## config.mk

```make
export PLATFORM = sky130hd
export DESIGN_NAME = pipe_adder_flat
export DESIGN_NICKNAME = d
export VERILOG_FILES = /design/src/rtl/pipe_adder_pkg.sv /design/src/rtl/pipe_adder_if.sv /design/src/rtl/pipe_adder_add_slice.sv /design/src/rtl/pipe_adder.sv /design/src/flat_wrapper.sv
export SDC_FILE = /design/constraint.sdc
export NUM_CORES = 1
export LEC_CHECK = 0
export BUFFER_PORTS_ARGS = -buffer_cell sky130_fd_sc_hd__buf_2
export CORE_ASPECT_RATIO = 1.5
export CORE_MARGIN = 1
export CORE_UTILIZATION = 45
export DETAILED_ROUTE_END_ITERATION = 8
export MAX_ROUTING_LAYER = met4
export SYNTH_ARGS = -nofsm -noshare
export SYNTH_HDL_FRONTEND = slang
export SYNTH_SLANG_ARGS = --single-unit
```

## constraint.sdc

```tcl
create_clock -name clk -period 3.8 [get_ports clk]
set_input_delay 0 -clock clk [delete_from_list [all_inputs] [get_ports clk]]
set_output_delay 0 -clock clk [all_outputs]
set_load 0.02 [all_outputs]
```

## src/rtl/pipe_adder_pkg.sv

```systemverilog
// Shared definitions for the pipelined adder/subtractor: default geometry,
// the configuration check, the derived stage count and the beat types.
package pipe_adder_pkg;

    localparam int DEFAULT_WIDTH = 32;
    localparam int DEFAULT_CHUNK = 8;

    // A geometry is legal when the operand splits into whole, non-empty slices.
    function automatic bit width_ok(input int width, input int chunk);
        return (chunk > 0) && (width >= chunk) && ((width % chunk) == 0);
    endfunction

    // One pipeline stage per slice.
    function automatic int calc_stages(input int width, input int chunk);
        return (chunk > 0) ? (width / chunk) : 1;
    endfunction

    localparam int DEFAULT_STAGES = calc_stages(DEFAULT_WIDTH, DEFAULT_CHUNK);
    localparam bit DEFAULT_CFG_OK = width_ok(DEFAULT_WIDTH, DEFAULT_CHUNK);

    // Operand beat as it crosses the input handshake.
    typedef struct packed {
        logic [DEFAULT_WIDTH-1:0] a;
        logic [DEFAULT_WIDTH-1:0] b;
        logic                     c_in;
        logic                     sub;
    } in_beat_t;

    // Result beat as it crosses the output handshake.
    typedef struct packed {
        logic [DEFAULT_WIDTH-1:0] sum;
        logic                     c_out;
        logic                     ovf;
    } out_beat_t;

endpackage

```

## src/rtl/pipe_adder_if.sv

```systemverilog
// Operand and result channels of pipe_adder.
// Handshake: a beat moves on a channel in the cycle where valid && ready are
// both high at the rising clock edge. The producer holds valid and payload
// steady until the transfer; valid never depends on ready, while ready may
// depend combinationally on the downstream ready.
interface pipe_adder_if
    import pipe_adder_pkg::*;
#(
    parameter int WIDTH = DEFAULT_WIDTH
) ();

    logic             in_valid;
    logic             in_ready;
    logic [WIDTH-1:0] a;
    logic [WIDTH-1:0] b;
    logic             c_in;
    logic             sub;

    logic             out_valid;
    logic             out_ready;
    logic [WIDTH-1:0] sum;
    logic             c_out;
    logic             ovf;

    modport master (
        output in_valid, a, b, c_in, sub, out_ready,
        input  in_ready, out_valid, sum, c_out, ovf
    );

    modport slave (
        input  in_valid, a, b, c_in, sub, out_ready,
        output in_ready, out_valid, sum, c_out, ovf
    );

endinterface

```

## src/rtl/pipe_adder_add_slice.sv

```systemverilog
// CHUNK-bit combinational adder slice. Besides the carry out it reports the
// carry into its MSB so the top slice can derive signed overflow.
module add_slice
    import pipe_adder_pkg::*;
#(
    parameter int CHUNK = DEFAULT_CHUNK
) (
    input  logic [CHUNK-1:0] a,
    input  logic [CHUNK-1:0] b,
    input  logic             c_in,
    output logic [CHUNK-1:0] sum,
    output logic             c_out,
    output logic             c_msb
);

    logic [CHUNK:0] full;

    assign full  = {1'b0, a} + {1'b0, b} + {{CHUNK{1'b0}}, c_in};
    assign sum   = full[CHUNK-1:0];
    assign c_out = full[CHUNK];
    // The sum bit is a ^ b ^ carry-in, so the carry into the MSB falls out of it.
    assign c_msb = a[CHUNK-1] ^ b[CHUNK-1] ^ full[CHUNK-1];

endmodule

```

## src/rtl/pipe_adder.sv

```systemverilog
// Pipelined ripple-carry adder/subtractor. Stage k adds slice k using the
// carry registered by stage k-1; lower sum slices and untouched upper operand
// slices travel along with the beat. All outputs come straight from the last
// stage's registers.
module pipe_adder
    import pipe_adder_pkg::*;
#(
    parameter int WIDTH = DEFAULT_WIDTH,
    parameter int CHUNK = DEFAULT_CHUNK
) (
    input  logic         clk,
    input  logic         rst_n,
    pipe_adder_if.slave  bus
);

    localparam int STAGES = calc_stages(WIDTH, CHUNK);

    generate
        if (!width_ok(WIDTH, CHUNK)) begin : g_bad_cfg
            $error("pipe_adder: WIDTH must be a non-zero multiple of CHUNK");
        end
    endgenerate

    // Per-stage state.
    logic [STAGES-1:0] v;
    logic [WIDTH-1:0]  a_r [STAGES];
    logic [WIDTH-1:0]  b_r [STAGES];
    logic [STAGES-1:0] c_r;
    logic              ovf_r;

    // Per-stage inputs and slice results.
    logic [STAGES-1:0] up_v;
    logic [STAGES:0]   rdy;
    logic [WIDTH-1:0]  src_a [STAGES];
    logic [WIDTH-1:0]  src_b [STAGES];
    logic [STAGES-1:0] src_c;
    logic [WIDTH-1:0]  nxt_a [STAGES];
    logic [CHUNK-1:0]  s_w   [STAGES];
    logic              co_w  [STAGES];
    logic              cm_w  [STAGES];

    // Select each stage's operands: stage 0 takes the bus (with b inverted and
    // carry forced for subtraction), later stages take the previous registers.
    always_comb begin
        src_c    = '0;
        up_v     = '0;
        src_a[0] = bus.a;
        src_b[0] = bus.sub ? ~bus.b : bus.b;
        src_c[0] = bus.sub ? 1'b1 : bus.c_in;
        up_v[0]  = bus.in_valid;
        for (int k = 1; k < STAGES; k++) begin
            src_a[k] = a_r[k-1];
            src_b[k] = b_r[k-1];
            src_c[k] = c_r[k-1];
            up_v[k]  = v[k-1];
        end
    end

    generate
        for (genvar k = 0; k < STAGES; k++) begin : g_slice
            add_slice #(.CHUNK(CHUNK)) u_slice (
                .a     (src_a[k][k*CHUNK +: CHUNK]),
                .b     (src_b[k][k*CHUNK +: CHUNK]),
                .c_in  (src_c[k]),
                .sum   (s_w[k]),
                .c_out (co_w[k]),
                .c_msb (cm_w[k])
            );
        end
    endgenerate

    // Overwrite slice k of the travelling word with the freshly computed sum.
    always_comb begin
        for (int k = 0; k < STAGES; k++) begin
            nxt_a[k] = src_a[k];
            nxt_a[k][k*CHUNK +: CHUNK] = s_w[k];
        end
    end

    // Ready chain from the output back to the input: a stage can take a beat
    // when it is empty or its occupant is leaving this cycle.
    always_comb begin
        rdy         = '0;
        rdy[STAGES] = bus.out_ready;
        for (int k = STAGES - 1; k >= 0; k--) begin
            rdy[k] = ~v[k] | rdy[k+1];
        end
    end

    assign bus.in_ready = rdy[0];

    // Stage registers: load whenever ready (bubbles collapse), hold otherwise.
    // Payload only moves with a real beat so idle stages keep their contents.
    always_ff @(posedge clk or negedge rst_n) begin
        if (!rst_n) begin
            v     <= '0;
            c_r   <= '0;
            ovf_r <= 1'b0;
            for (int k = 0; k < STAGES; k++) begin
                a_r[k] <= '0;
                b_r[k] <= '0;
            end
        end else begin
            for (int k = 0; k < STAGES; k++) begin
                if (rdy[k]) begin
                    v[k] <= up_v[k];
                    if (up_v[k]) begin
                        a_r[k] <= nxt_a[k];
                        b_r[k] <= src_b[k];
                        c_r[k] <= co_w[k];
                        if (k == STAGES - 1) begin
                            ovf_r <= co_w[k] ^ cm_w[k];
                        end
                    end
                end
            end
        end
    end

    assign bus.out_valid = v[STAGES-1];
    assign bus.sum       = a_r[STAGES-1];
    assign bus.c_out     = c_r[STAGES-1];
    assign bus.ovf       = ovf_r;

endmodule

```

## src/flat_wrapper.sv

```systemverilog
// flat-port wrapper written by rule: the top's interface ports become plain ports
module pipe_adder_flat import pipe_adder_pkg::*;
#(
    parameter int WIDTH = DEFAULT_WIDTH,
    parameter int CHUNK = DEFAULT_CHUNK
)
  (clk, rst_n, bus_in_valid, bus_a, bus_b, bus_c_in, bus_sub, bus_out_ready, bus_in_ready, bus_out_valid, bus_sum, bus_c_out, bus_ovf);
  pipe_adder_if #(.WIDTH(WIDTH)) bus_i ();
  input  logic clk;
  input  logic rst_n;
  input wire logic [$bits(bus_i.in_valid)-1:0] bus_in_valid;
  input wire logic [$bits(bus_i.a)-1:0] bus_a;
  input wire logic [$bits(bus_i.b)-1:0] bus_b;
  input wire logic [$bits(bus_i.c_in)-1:0] bus_c_in;
  input wire logic [$bits(bus_i.sub)-1:0] bus_sub;
  input wire logic [$bits(bus_i.out_ready)-1:0] bus_out_ready;
  output wire logic [$bits(bus_i.in_ready)-1:0] bus_in_ready;
  output wire logic [$bits(bus_i.out_valid)-1:0] bus_out_valid;
  output wire logic [$bits(bus_i.sum)-1:0] bus_sum;
  output wire logic [$bits(bus_i.c_out)-1:0] bus_c_out;
  output wire logic [$bits(bus_i.ovf)-1:0] bus_ovf;
  assign bus_i.in_valid = bus_in_valid;
  assign bus_i.a = bus_a;
  assign bus_i.b = bus_b;
  assign bus_i.c_in = bus_c_in;
  assign bus_i.sub = bus_sub;
  assign bus_i.out_ready = bus_out_ready;
  assign bus_in_ready = bus_i.in_ready;
  assign bus_out_valid = bus_i.out_valid;
  assign bus_sum = bus_i.sum;
  assign bus_c_out = bus_i.c_out;
  assign bus_ovf = bus_i.ovf;
  pipe_adder #(.WIDTH(WIDTH), .CHUNK(CHUNK)) u_core (.clk(clk), .rst_n(rst_n), .bus(bus_i));
endmodule
```

Word level (Yosys, flattened, before mapping):

Index checks and enable logic that the tools add are counted.
Widths: inputs -> output; s select.

* register bits: 233
* input bits: 70
* output and inout port bits: 36
* logic and storage cells: 42

* add/sub/neg operators: 8
* mux-type cells: 2
* bitwise logic cells: 12
* reductions and logical operators: 4

Operator list (number)
* $add 8x8->9: 4
* $add 9x1->9: 4
* $mux 32: 1
* $not 32->32: 1
* $reduce_and 2->1: 4
* $not 1->1: 4
* $or 1x1->1: 4
* $xor 1x1->1: 3
* $mux 1: 1

Longest topological paths before layout:

Gate-level depths: netlist of run 1.

* depth after elaboration: 6
* mapped depth: 10
* depth with buffers taken out: 8

Hierarchy:

From an unflattened synthesis of run 1, not the netlist that was laid out.

* cells, all modules: 639
* area total of the unflattened synthesis: 8957.3 um^2

By module, submodules not included
* pipe_adder: instances 1, cells an instance 467, area an instance 7538.5 um^2, seq. area each 4629.4 um^2
* add_slice at u_core.g_slice[2].u_slice ...: instances 2, cells an instance 43, area an instance 364.1 um^2, seq. area each 0.0 um^2
* add_slice at u_core.g_slice[0].u_slice ...: instances 2, cells an instance 43, area an instance 345.3 um^2, seq. area each 0.0 um^2

Worst setup path before layout of run 1:

Ideal clock, no wire load.

* kind: input-to-reg
* start point: input bus_sub
* end point: register u_core.c_r[0]
* library setup time: 136 ps
* data arrival time: 2453 ps
* required time: 3664 ps
* slack: 1211 ps
* cell stages on the path: 10
* path buffers: 2
* path through: clkbuf_1 buf_2 or2_2 fa_1 fa_1 a211oi_1 o21bai_1 a21o_1 a2111oi_0 nor3_1

* longest elaborated chain between the ends: 3
* elaborated cells between the ends (all ways): 4
* those cells by class: 2 x add/sub; 2 x mux

Ends and longest elaborated chain
* start: declaration: RTL line flat_wrapper.sv:15 `input wire logic [$bits(bus_i.sub)-1:0] bus_sub;`
* $mux 32: RTL line pipe_adder.sv:48 `src_b[0] = bus.sub ? ~bus.b : bus.b;`
* $add 8x8->9: RTL line pipe_adder_add_slice.sv:18 `assign full = {1'b0, a} + {1'b0, b} + {{CHUNK{1'b0}}, c_in};`
* $add 9x1->9 (*): RTL line pipe_adder_add_slice.sv:18
* end signal: indexed assignment: RTL line pipe_adder.sv:110 `c_r[k] <= co_w[k];`
* end: declaration: RTL line pipe_adder.sv:28 `logic [STAGES-1:0] c_r;`

Every way passes the cells marked *; elsewhere a longest branch is shown, timed or not.
A chain may end at the register's enable or synchronous reset.

Worst setup path after layout of run 1:

* start point: register u_core.c_r[0]
* end point: register u_core.c_r[1]

* longest elaborated chain between the ends: 1

Ends and longest elaborated chain (RTL line)
* $add 9x1->9: pipe_adder_add_slice.sv:18

Every way passes these cells.

==> results_tabular.tex, run 1 <==
\begin{tabular}{lr}
\hline
Metric & Value \\
\hline
\multicolumn{2}{l}{\textbf{Run status}} \\
Result of the run & finished clean \\
\multicolumn{2}{l}{\textbf{CTS}} \\
Num CTS Buffers & 17 \\
Number of buffers added for setup after CTS & 0 \\
H-tree Lvls & 4 \\
Resized Gates After CTS & 0 \\
Clock net sink count & 185 \\
Clock slew at the register clock pins of the worst setup and hold paths & 0.07 ns \\
Clk root buf & clkbuf\_16 \\
Clock tree from TritonCTS & done \\
Clock network latency to the later pin of the worst-skew pair & 0.43 ns \\
Max Buffers Root-to-Sink & 2 \\
\multicolumn{2}{l}{\textbf{Synth}} \\
Seq/Total Area, Yosys & 53.8\% \\
Number of warning messages in the yosys log & 0 \\
Share of flip-flops with an asynchronous set or reset & 100\% \\
Count of state elements after synthesis & 185 \\
Synthesized area & 8600 um\^{}2 \\
Number of enable flip-flop cells after synthesis & 0 \\
Prevailing post-synth register cell & dfrtp\_1 \\
Cells after Synth & 681 \\
Synthesized area per cell & 12.6 um\^{}2 \\
Distinct cell type count after synthesis & 46 \\
Nets in the synthesized netlist & 787 \\
\multicolumn{2}{l}{\textbf{Drt}} \\
ANT nets after route & 0 \\
Sum of routed wire segments on met1 & 6.77 mm \\
Post-DR wirelength/cell & 14.5 um \\
Mean number of vias per cell & 4.95 \\
Total met2 wirelength after detailed routing & 7.84 mm \\
DRC violations left & 0 \\
Top layer in use & met4 \\
Wire length reported by the detailed router & 15.5 mm \\
Initial DRC count & 244 \\
Number of optimization iterations in the first detailed-route pass & 6 \\
Routed met3 length & 449 um \\
Routed via count & 5,268 \\
\multicolumn{2}{l}{\textbf{Placement}} \\
DP Wirelength & 10.8 mm \\
Worst slack at placement & 1.13 ns \\
Final estimated routing congestion in global placement & 0.928 \\
IO buf count & 105 \\
\multicolumn{2}{l}{\textbf{GRT}} \\
Grt ovf & 0 \\
First-pass GRT wire length & 26.2 mm \\
Number of antenna violations at the first check in global routing & 0 \\
Pin count of the biggest net entering global routing & 128 \\
Total Routing Usage GR & 17.9\% \\
Via count of the first global-routing pass & 5,483 \\
\multicolumn{2}{l}{\textbf{Setup path}} \\
Classification of the worst setup path & flop to flop \\
Critical Path Sink Type & flop \\
Biggest fanout along the worst timing path & 3 \\
WP data required & 4.12 ns \\
Arrival time of data at the critical path endpoint & 2.69 ns \\
Kind of start point of the critical path & flop \\
Worst reg2reg setup slack & 1.43 ns \\
\multicolumn{2}{l}{\textbf{Pwr}} \\
Leakage Power & 4.61 nW \\
Total power per unit cell area & 695 nW/um\^{}2 \\
Maximum ir drop on the vdd rail & 0.332 mV \\
\multicolumn{2}{l}{\textbf{STA}} \\
Final setup violation count & 0 \\
Pins Over Slew Limit & 0 \\
Clk\_skew & 0.0103 ns \\
Post-Route Setup TNS & 0 ns \\
Maximum operating frequency & 0.421 GHz \\
Worst hold slack after final layout & 0.0204 ns \\
Crit share post-route & 62.5\% \\
Transition time at the pin with the least slew margin & 1.04 ns \\
Final count of hold timing violations & 0 \\
Tightest slew margin relative to the limit & 30.7\% \\
Clock period minus worst slack & 2.37 ns \\
Unrepaired setup endpoints after global routing & false \\
Final WS setup & 1.43 ns \\
\multicolumn{2}{l}{\textbf{Layout}} \\
Number of nets in the layout & 906 \\
Layout cells sized above 1 & 33.6\% \\
Most common cell after layout, fill and taps aside & dfrtp\_1 \\
Commonest cells after routing, fill and taps aside & dfrtp\_1 (185), mux2\_2 (126), buf\_2 (104) \\
Count of antenna diodes in the layout & 0 \\
Area growth syn-to-layout & 18.0\% \\
\multicolumn{2}{l}{\textbf{Hold path}} \\
Worst hold path class & input pin to flop \\
\multicolumn{2}{l}{\textbf{Floorplanning}} \\
Core region area & 18,600 um\^{}2 \\
Die area & 19,700 um\^{}2 \\
Die Height & 171 um \\
DIE WIDTH & 115 um \\
Starting density of the core & 46.2\% \\
I/O pin count & 106 \\
Row count & 61 \\
\multicolumn{2}{l}{\textbf{Flow run}} \\
Number of max-cap violations & 0 \\
\hline
\end{tabular}
## metrics by stage
stage,instance area [um^2],power [mW],cells,util (%)
after floorplan,8600,5.00,681,-
after global placement,9090,5.35,982,48.8
after detailed placement,9090,5.45,982,48.8
after CTS,10200,7.16,1065,54.5
after global routing,10200,7.56,1065,54.5
final,10200,7.06,1065,54.5
## kinds of logic after synthesis
logic type | count (synthesis) | synth area share (%)
mux | 126 | 16.5
compound gates | 117 | 8.17
buf+inv | 74 | 5.42
xor+xnor | 52 | 5.29
fa+ha+maj | 36 | 5.93
simple gates | 91 | 4.89
flops | 185 | 53.8
## sequential cells by signal, indices dropped and copies added (netlist names)
signal	cells
u_core.a_r	96
u_core.v	4
u_core.c_r	4
u_core.bus.sum	32
u_core.b_r	48
u_core.bus.ovf	1
## synth_stat cells, types with 2 or more instances
| cell type | count | area, um^2 |
|---|---|---|
| nand3_1 | 2 | 10.0 |
| a21oi_1 | 16 | 80.1 |
| clkbuf_1 | 4 | 15.0 |
| nor3_1 | 5 | 25.0 |
| buf_6 | 6 | 67.6 |
| nand2b_1 | 7 | 43.8 |
| clkbuf_2 | 3 | 15.0 |
| fa_1 | 8 | 160 |
| o31ai_1 | 5 | 37.5 |
| o21bai_1 | 4 | 30.0 |
| nor2b_1 | 3 | 18.8 |
| a21o_1 | 9 | 67.6 |
| nand2_1 | 58 | 218 |
| nor3b_1 | 2 | 15.0 |
| or2_2 | 2 | 12.5 |
| dfrtp_1 | 185 | 4630 |
| a211oi_1 | 7 | 52.6 |
| o31a_1 | 2 | 17.5 |
| o21ai_0 | 52 | 260 |
| ha_1 | 28 | 350 |
| nor2_1 | 4 | 15.0 |
| buf_4 | 32 | 240 |
| o21a_1 | 6 | 45.0 |
| xor2_1 | 23 | 201 |
| xnor2_1 | 29 | 254 |
| mux2_2 | 126 | 1420 |
| inv_1 | 13 | 48.8 |
| o21ai_1 | 7 | 35.0 |
| buf_2 | 16 | 80.1 |
## routing by layer
layer,vias up,global-route usage [%]
met1,2554,20.8
li1,2574,-
met2,106,29.9
met5,-,-
met3,34,3.42
met4,0,8.41
## worst max-delay path, stage by stage (launching register included)
cell     delay (ns)
dfrtp_1        0.41
fa_1           0.46
fa_1           0.41
a21o_1         0.17
a21oi_1        0.27
o21ai_0        0.12
o211a_1        0.15
o31a_1         0.27
## final timing paths
path | startpoint | endpoint | cells after the start
min reg2reg | u_core.bus.sum[30] | u_core.bus.sum[30] | 2
max reg2reg | u_core.c_r[0] | u_core.c_r[1] | 7
max | u_core.c_r[0] | u_core.c_r[1] | 7
min in group asynchronous | rst_n | u_core.a_r[33] | 2
min | bus_a[0] | u_core.a_r[96] | 3
max in group asynchronous | rst_n | u_core.a_r[122] | 3
## area by class of cell
class,instances,area (um^2)
fill,1621,8470
sequential,185,4630
multi-input combinational,422,3520
timing repair buffer,161,1090
clock buffer,23,488
tap,252,315
clock inverter,9,63.8
inverter,13,48.8
## repair_timing
action                                  CTS  global route
endpoints found under the hold margin   179             0
hold buffers                             51             0
endpoints found under the setup margin    0             0
## power breakdown
part	switching [mW]	leakage (nW)	internal [mW]
Combinational	1.20	2.13	1.17
Clock	0.730	0.266	0.910
Sequential	0.393	2.22	2.66
Note: power is estimated with default switching activity, not from simulation.
==> run 2: changes to the inputs <==
--- a/config.mk
+++ b/config.mk
@@ -11,6 +11,7 @@
 export CORE_UTILIZATION = 45
 export DETAILED_ROUTE_END_ITERATION = 8
 export MAX_ROUTING_LAYER = met4
+export PLACE_DENSITY = 0.67
 export SYNTH_ARGS = -nofsm -noshare
 export SYNTH_HDL_FRONTEND = slang
 export SYNTH_SLANG_ARGS = --single-unit
==> constraint.sdc (replaced) <==
create_clock -name clk -period 1.9 [get_ports clk]
set_input_delay 0 -clock clk [delete_from_list [all_inputs] [get_ports clk]]
set_output_delay 0 -clock clk [all_outputs]
set_load 0.02 [all_outputs]
==> results_tabular.tex, run 2 (synthesis results as in run 1) <==
\begin{tabular}{lr}
\hline
Metric & Value \\
\hline
\multicolumn{2}{l}{\textbf{Drt}} \\
Routed via count & 5,381 \\
Initial DRC count & 162 \\
Mean number of vias per cell & 4.95 \\
Wire length reported by the detailed router & 16.0 mm \\
ANT nets after route & 0 \\
Number of optimization iterations in the first detailed-route pass & 4 \\
DRC violations left & 0 \\
Post-DR wirelength/cell & 14.7 um \\
\multicolumn{2}{l}{\textbf{Setup path}} \\
Cell breakdown of the critical path & fa\_2 -> fa\_2 -> a21o\_1 -> a21oi\_2 -> o21ai\_1 -> o211a\_1 -> o31a\_1 \\
Delay of the slowest cell on the worst path & 0.42 ns \\
Kind of start point of the critical path & flop \\
Arrival time of data at the critical path endpoint & 2.41 ns \\
Slowest stage cell, crit path & fa\_2 \\
WP data required & 2.21 ns \\
Critical Path Sink Type & flop \\
Classification of the worst setup path & flop to flop \\
Worst-case reg-to-reg path depth & 7 \\
Biggest fanout along the worst timing path & 3 \\
Cell mode on critical path & fa\_2 \\
\multicolumn{2}{l}{\textbf{STA}} \\
Unrepaired setup endpoints after global routing & true \\
Clk\_skew & 0.0150 ns \\
Crit share post-route & 111\% \\
Transition time at the pin with the least slew margin & 0.467 ns \\
Maximum operating frequency & 0.474 GHz \\
Final count of hold timing violations & 0 \\
Final setup violation count & 6 \\
Final WS setup & -0.209 ns \\
Clock period minus worst slack & 2.11 ns \\
Pins Over Slew Limit & 0 \\
Tightest slew margin relative to the limit & 68.8\% \\
\multicolumn{2}{l}{\textbf{CTS}} \\
Clk root buf & clkbuf\_16 \\
Num CTS Buffers & 17 \\
Clock tree from TritonCTS & done \\
H-tree Lvls & 4 \\
Max Buffers Root-to-Sink & 2 \\
Clock net sink count & 185 \\
Clock network latency to the later pin of the worst-skew pair & 0.42 ns \\
Clock slew at the register clock pins of the worst setup and hold paths & 0.07 ns \\
\multicolumn{2}{l}{\textbf{Floorplanning}} \\
Core region area & 18,600 um\^{}2 \\
Die Height & 171 um \\
Die area & 19,700 um\^{}2 \\
I/O pin count & 106 \\
DIE WIDTH & 115 um \\
Starting density of the core & 46.2\% \\
Row count & 61 \\
\multicolumn{2}{l}{\textbf{GRT}} \\
Total Routing Usage GR & 17.6\% \\
Grt ovf & 0 \\
Via count of the first global-routing pass & 5,636 \\
Number of antenna violations at the first check in global routing & 0 \\
First-pass GRT wire length & 26.2 mm \\
Pin count of the biggest net entering global routing & 83 \\
\multicolumn{2}{l}{\textbf{Layout}} \\
Design Area, Final & 10,600 um\^{}2 \\
Final Util & 56.7\% \\
Top register by number of flip-flops & u\_core.a\_r \\
Layout cells sized above 1 & 39.1\% \\
FF/Latch Area & 4630 um\^{}2 \\
Count of placed standard cells in the final layout, fillers left out & 1,088 \\
Flip-flop count of the largest register, all copies and words added & 96 \\
Commonest cells after routing, fill and taps aside & dfrtp\_1 (185), mux2\_2 (126), buf\_2 (104) \\
Most common cell after layout, fill and taps aside & dfrtp\_1 \\
Count of filler cells inserted in the layout & 1,584 \\
Count of antenna diodes in the layout & 0 \\
Area growth syn-to-layout & 22.7\% \\
Area used by multi-input combinational logic & 3650 um\^{}2 \\
Number of nets in the layout & 929 \\
\multicolumn{2}{l}{\textbf{Pwr}} \\
Total Power Consumption & 14.8 mW \\
Leakage Power & 4.78 nW \\
Maximum ir drop on the vdd rail & 0.682 mV \\
Total power per unit cell area & 1410 nW/um\^{}2 \\
\multicolumn{2}{l}{\textbf{Placement}} \\
Final estimated routing congestion in global placement & 0.850 \\
Worst slack at placement & -0.260 ns \\
Dpl cells & 1,002 \\
IO buf count & 105 \\
Placed inst area & 9340 um\^{}2 \\
DP Wirelength & 11.3 mm \\
\multicolumn{2}{l}{\textbf{Hold path}} \\
Worst hold path class & input pin to flop \\
Worst Hold Depth & 3 \\
\multicolumn{2}{l}{\textbf{Flow run}} \\
Number of max-cap violations & 0 \\
\multicolumn{2}{l}{\textbf{Run status}} \\
Result of the run & finished with violations \\
Violated checks & negative setup slack \\
\hline
\end{tabular}
[run 2: path summary, 6_finish.rpt]
path / from / to / slack (ns)
max: u_core.a_r[104] / u_core.c_r[1] / -0.21
min: bus_a[0] / u_core.a_r[96] / 0.05
max reg2reg: u_core.a_r[104] / u_core.c_r[1] / -0.21
min reg2reg: u_core.bus.sum[29] / u_core.bus.sum[29] / 0.47
max in group asynchronous: rst_n / u_core.a_r[53] / 1.09
min in group asynchronous: rst_n / u_core.bus.sum[6] / 0.07
[run 2: layer usage]
layer  part of all wire (%)  wire, um  global-route usage (%)  vias to the layer above
met4                    1.6       259                    6.44                        0
met1                     41      6620                    19.8                     2666
li1                       -         -                       -                     2620
met2                     54      8660                    31.2                       81
met3                    2.7       428                    3.03                       14
met5                      0         0                       -                        -
[run 2: where the power goes]
| part | total (mW) | switching (mW) | internal (mW) |
|---|---|---|---|
| sequential | 6.10 | 0.783 | 5.32 |
| clock | 3.43 | 1.63 | 1.79 |
| combinational | 5.30 | 2.64 | 2.66 |
| total | 14.8 | 5.06 | 9.77 |
[run 2: stage by stage]
| step | setup TNS [ns] | hold slack (ns) |
|---|---|---|
| floorplan | -0.932 | -0.296 |
| global placement | -1.11 | -0.0483 |
| detailed placement | -1.54 | -0.0470 |
| CTS | -0.608 | 0.0345 |
| global route | -1.42 | 0.0458 |
| finish | -0.683 | 0.0461 |
[run 2: area by class of cell]
class / count / share of cell area [%]
Sequential cell: 185 / 43.9
Tap cell: 252 / 2.99
Clock inverter: 14 / 1.46
Timing Repair Buffer: 184 / 12.5
Inverter: 13 / 0.462
Multi-Input combinational cell: 422 / 34.6
Clock buffer: 18 / 4.16
[run 2: what timing repair did]
action / 4_1_cts / 5_1_grt
setup buffers: 1 / 2
pin swaps: 14 / 16
setup endpoints to repair: 9 / 12
hold buffers: 51 / 0
gates resized for setup: 7 / 19
hold endpoints to repair: 238 / 0
[run 2: critical path: cells and delay by family, from the launching register on]
family,cells,cell delay [ns]
AOI/OAI and AO/OA,5,0.82
adders and majority gates,2,0.78
DFF,1,0.40
==> run 3: changes to the inputs <==
--- a/config.mk
+++ b/config.mk
@@ -8,10 +8,11 @@
 export BUFFER_PORTS_ARGS = -buffer_cell sky130_fd_sc_hd__buf_2
 export CORE_ASPECT_RATIO = 1.5
 export CORE_MARGIN = 1
-export CORE_UTILIZATION = 45
+export CORE_UTILIZATION = 54
+export CTS_BUF_LIST = sky130_fd_sc_hd__clkbuf_8
 export DETAILED_ROUTE_END_ITERATION = 8
 export MAX_ROUTING_LAYER = met4
-export PLACE_DENSITY = 0.67
+export PLACE_DENSITY = 0.78
 export SYNTH_ARGS = -nofsm -noshare
 export SYNTH_HDL_FRONTEND = slang
 export SYNTH_SLANG_ARGS = --single-unit
==> results_tabular.tex, run 3 (synthesis results as in run 1) <==
\begin{tabular}{lr}
\hline
Metric & Value \\
\hline
\multicolumn{2}{l}{\textbf{Floorplanning}} \\
Row count & 56 \\
Die Height & 157 um \\
Starting density of the core & 55.1\% \\
Die area & 16,500 um\^{}2 \\
DIE WIDTH & 105 um \\
I/O pin count & 106 \\
Core region area & 15,600 um\^{}2 \\
\multicolumn{2}{l}{\textbf{Setup path}} \\
WP data required & 2.26 ns \\
WP buf/inv & 0 \\
Slowest stage cell, crit path & dfrtp\_1 \\
Arrival time of data at the critical path endpoint & 2.46 ns \\
Cell mode on critical path & fa\_2 \\
Cell breakdown of the critical path & fa\_2 -> fa\_2 -> a21o\_1 -> a21oi\_2 -> o21ai\_1 -> o211a\_1 -> o31a\_1 \\
Biggest fanout along the worst timing path & 3 \\
Critical Path Sink Type & flop \\
Kind of start point of the critical path & flop \\
Delay of the slowest cell on the worst path & 0.43 ns \\
Classification of the worst setup path & flop to flop \\
Kind of cell adding the most delay to the critical path & compound AO/OA/AOI/OAI gates \\
\multicolumn{2}{l}{\textbf{Drt}} \\
Initial DRC count & 182 \\
Post-DR wirelength/cell & 16.0 um \\
Mean number of vias per cell & 5.27 \\
Routed via count & 5,519 \\
ANT nets after route & 0 \\
DRC violations left & 0 \\
Wire length reported by the detailed router & 16.8 mm \\
Number of optimization iterations in the first detailed-route pass & 5 \\
\multicolumn{2}{l}{\textbf{GRT}} \\
Via count of the first global-routing pass & 5,840 \\
Number of antenna violations at the first check in global routing & 0 \\
Total Routing Usage GR & 22.1\% \\
First-pass GRT wire length & 27.5 mm \\
Pin count of the biggest net entering global routing & 52 \\
Grt ovf & 0 \\
\multicolumn{2}{l}{\textbf{CTS}} \\
Clock slew at the register clock pins of the worst setup and hold paths & 0.10 ns \\
Num CTS Buffers & 17 \\
H-tree Lvls & 4 \\
Clk root buf & clkbuf\_8 \\
Clock network latency to the later pin of the worst-skew pair & 0.46 ns \\
Clock net sink count & 185 \\
Clock tree from TritonCTS & done \\
Max Buffers Root-to-Sink & 2 \\
\multicolumn{2}{l}{\textbf{Pwr}} \\
Leakage Power & 4.75 nW \\
Total power per unit cell area & 1380 nW/um\^{}2 \\
Maximum ir drop on the vdd rail & 0.719 mV \\
Total Power Consumption & 14.3 mW \\
\multicolumn{2}{l}{\textbf{STA}} \\
Crit share post-route & 111\% \\
Unrepaired setup endpoints after global routing & true \\
Clk\_skew & 0.0160 ns \\
Final WS setup & -0.205 ns \\
Maximum operating frequency & 0.475 GHz \\
Final count of hold timing violations & 0 \\
Tightest slew margin relative to the limit & 68.7\% \\
Pins Over Slew Limit & 0 \\
Clock period minus worst slack & 2.10 ns \\
Post-Route Setup TNS & -0.980 ns \\
Transition time at the pin with the least slew margin & 0.469 ns \\
Final setup violation count & 10 \\
\multicolumn{2}{l}{\textbf{Layout}} \\
Count of antenna diodes in the layout & 0 \\
Most common cell after layout, fill and taps aside & dfrtp\_1 \\
Top register by number of flip-flops & u\_core.a\_r \\
Design Area, Final & 10,400 um\^{}2 \\
Layout cells sized above 1 & 40.0\% \\
FF/Latch Area & 4630 um\^{}2 \\
Number of nets in the layout & 938 \\
Area growth syn-to-layout & 21.0\% \\
Area used by multi-input combinational logic & 3660 um\^{}2 \\
Count of placed standard cells in the final layout, fillers left out & 1,048 \\
Commonest cells after routing, fill and taps aside & dfrtp\_1 (185), mux2\_2 (126), buf\_2 (104) \\
Count of filler cells inserted in the layout & 1,104 \\
Flip-flop count of the largest register, all copies and words added & 96 \\
Final Util & 66.6\% \\
\multicolumn{2}{l}{\textbf{Flow run}} \\
Number of max-cap violations & 0 \\
\multicolumn{2}{l}{\textbf{Placement}} \\
Placed inst area & 9310 um\^{}2 \\
IO buf count & 105 \\
Final estimated routing congestion in global placement & 0.862 \\
Dpl cells & 956 \\
DP Wirelength & 11.7 mm \\
\multicolumn{2}{l}{\textbf{Hold path}} \\
Worst hold path class & input pin to flop \\
\multicolumn{2}{l}{\textbf{Run status}} \\
Violated checks & negative setup slack \\
Result of the run & finished with violations \\
\hline
\end{tabular}
-- run 3: final timing paths --
check,startpoint,endpoint,slack (ns),cells past startpoint
worst max-delay path,u_core.c_r[0],u_core.c_r[1],-0.20,7
worst min-delay path,bus_a[1],u_core.a_r[97],0.03,3
worst max register to register,u_core.c_r[0],u_core.c_r[1],-0.20,7
worst min register to register,u_core.bus.sum[31],u_core.bus.sum[31],0.49,2
max in group asynchronous,rst_n,u_core.b_r[121],1.11,3
min in group asynchronous,rst_n,u_core.bus.sum[6],0.04,2
-- run 3: layer usage --
layer | vias to the layer above | global-route usage [%] | share of wire, %
met5 | - | - | 0
met4 | 0 | 12.3 | 3.7
met3 | 47 | 3.54 | 2.7
met2 | 129 | 38.2 | 54
met1 | 2701 | 24.5 | 40
li1 | 2642 | - | -
-- run 3: what timing repair did --
| item | CTS | global route |
|---|---|---|
| cloned | 0 | 0 |
| hold endpoints to repair | 240 | 0 |
| pin swaps | 13 | 15 |
| endpoints found under the setup margin | 9 | 16 |
| setup buffers | 5 | 4 |
| gates resized for setup | 8 | 20 |
| hold buffers | 51 | 0 |
-- run 3: cell type report --
cell class / count / share of cell area, %
well taps: 203 / 2.44
inverters: 13 / 0.469
multi-input cells: 422 / 35.1
flip-flops and latches: 185 / 44.5
clock buffers: 18 / 2.38
clock inverters: 14 / 1.62
repair buffers: 193 / 13.5
-- run 3: power breakdown --
| group | total, mW | switching [mW] | leakage, nW | internal [mW] |
|---|---|---|---|---|
| Sequential | 6.12 | 0.808 | 2.22 | 5.31 |
| Combinational | 5.53 | 2.77 | 2.32 | 2.77 |
| Clock | 2.68 | 1.52 | 0.212 | 1.15 |
| Total | 14.3 | 5.10 | 4.75 | 9.23 |
-- run 3: worst min-delay path: cells and delay by family --
| kind | cells | cell delay, ns |
|---|---|---|
| multiplexers | 1 | 0.14 |
| buffers and inverters | 1 | 0.10 |
| adder cells (fa/ha/maj) | 1 | 0.21 |
-- run 3: stage by stage --
step | setup slack, ns | hold slack [ns]
after floorplan | -0.375 | -0.296
after detailed placement | -0.300 | -0.0197
after global placement | -0.277 | -0.0193
after global routing | -0.278 | 0.0249
final | -0.205 | 0.0253
after CTS | -0.190 | 0.0170
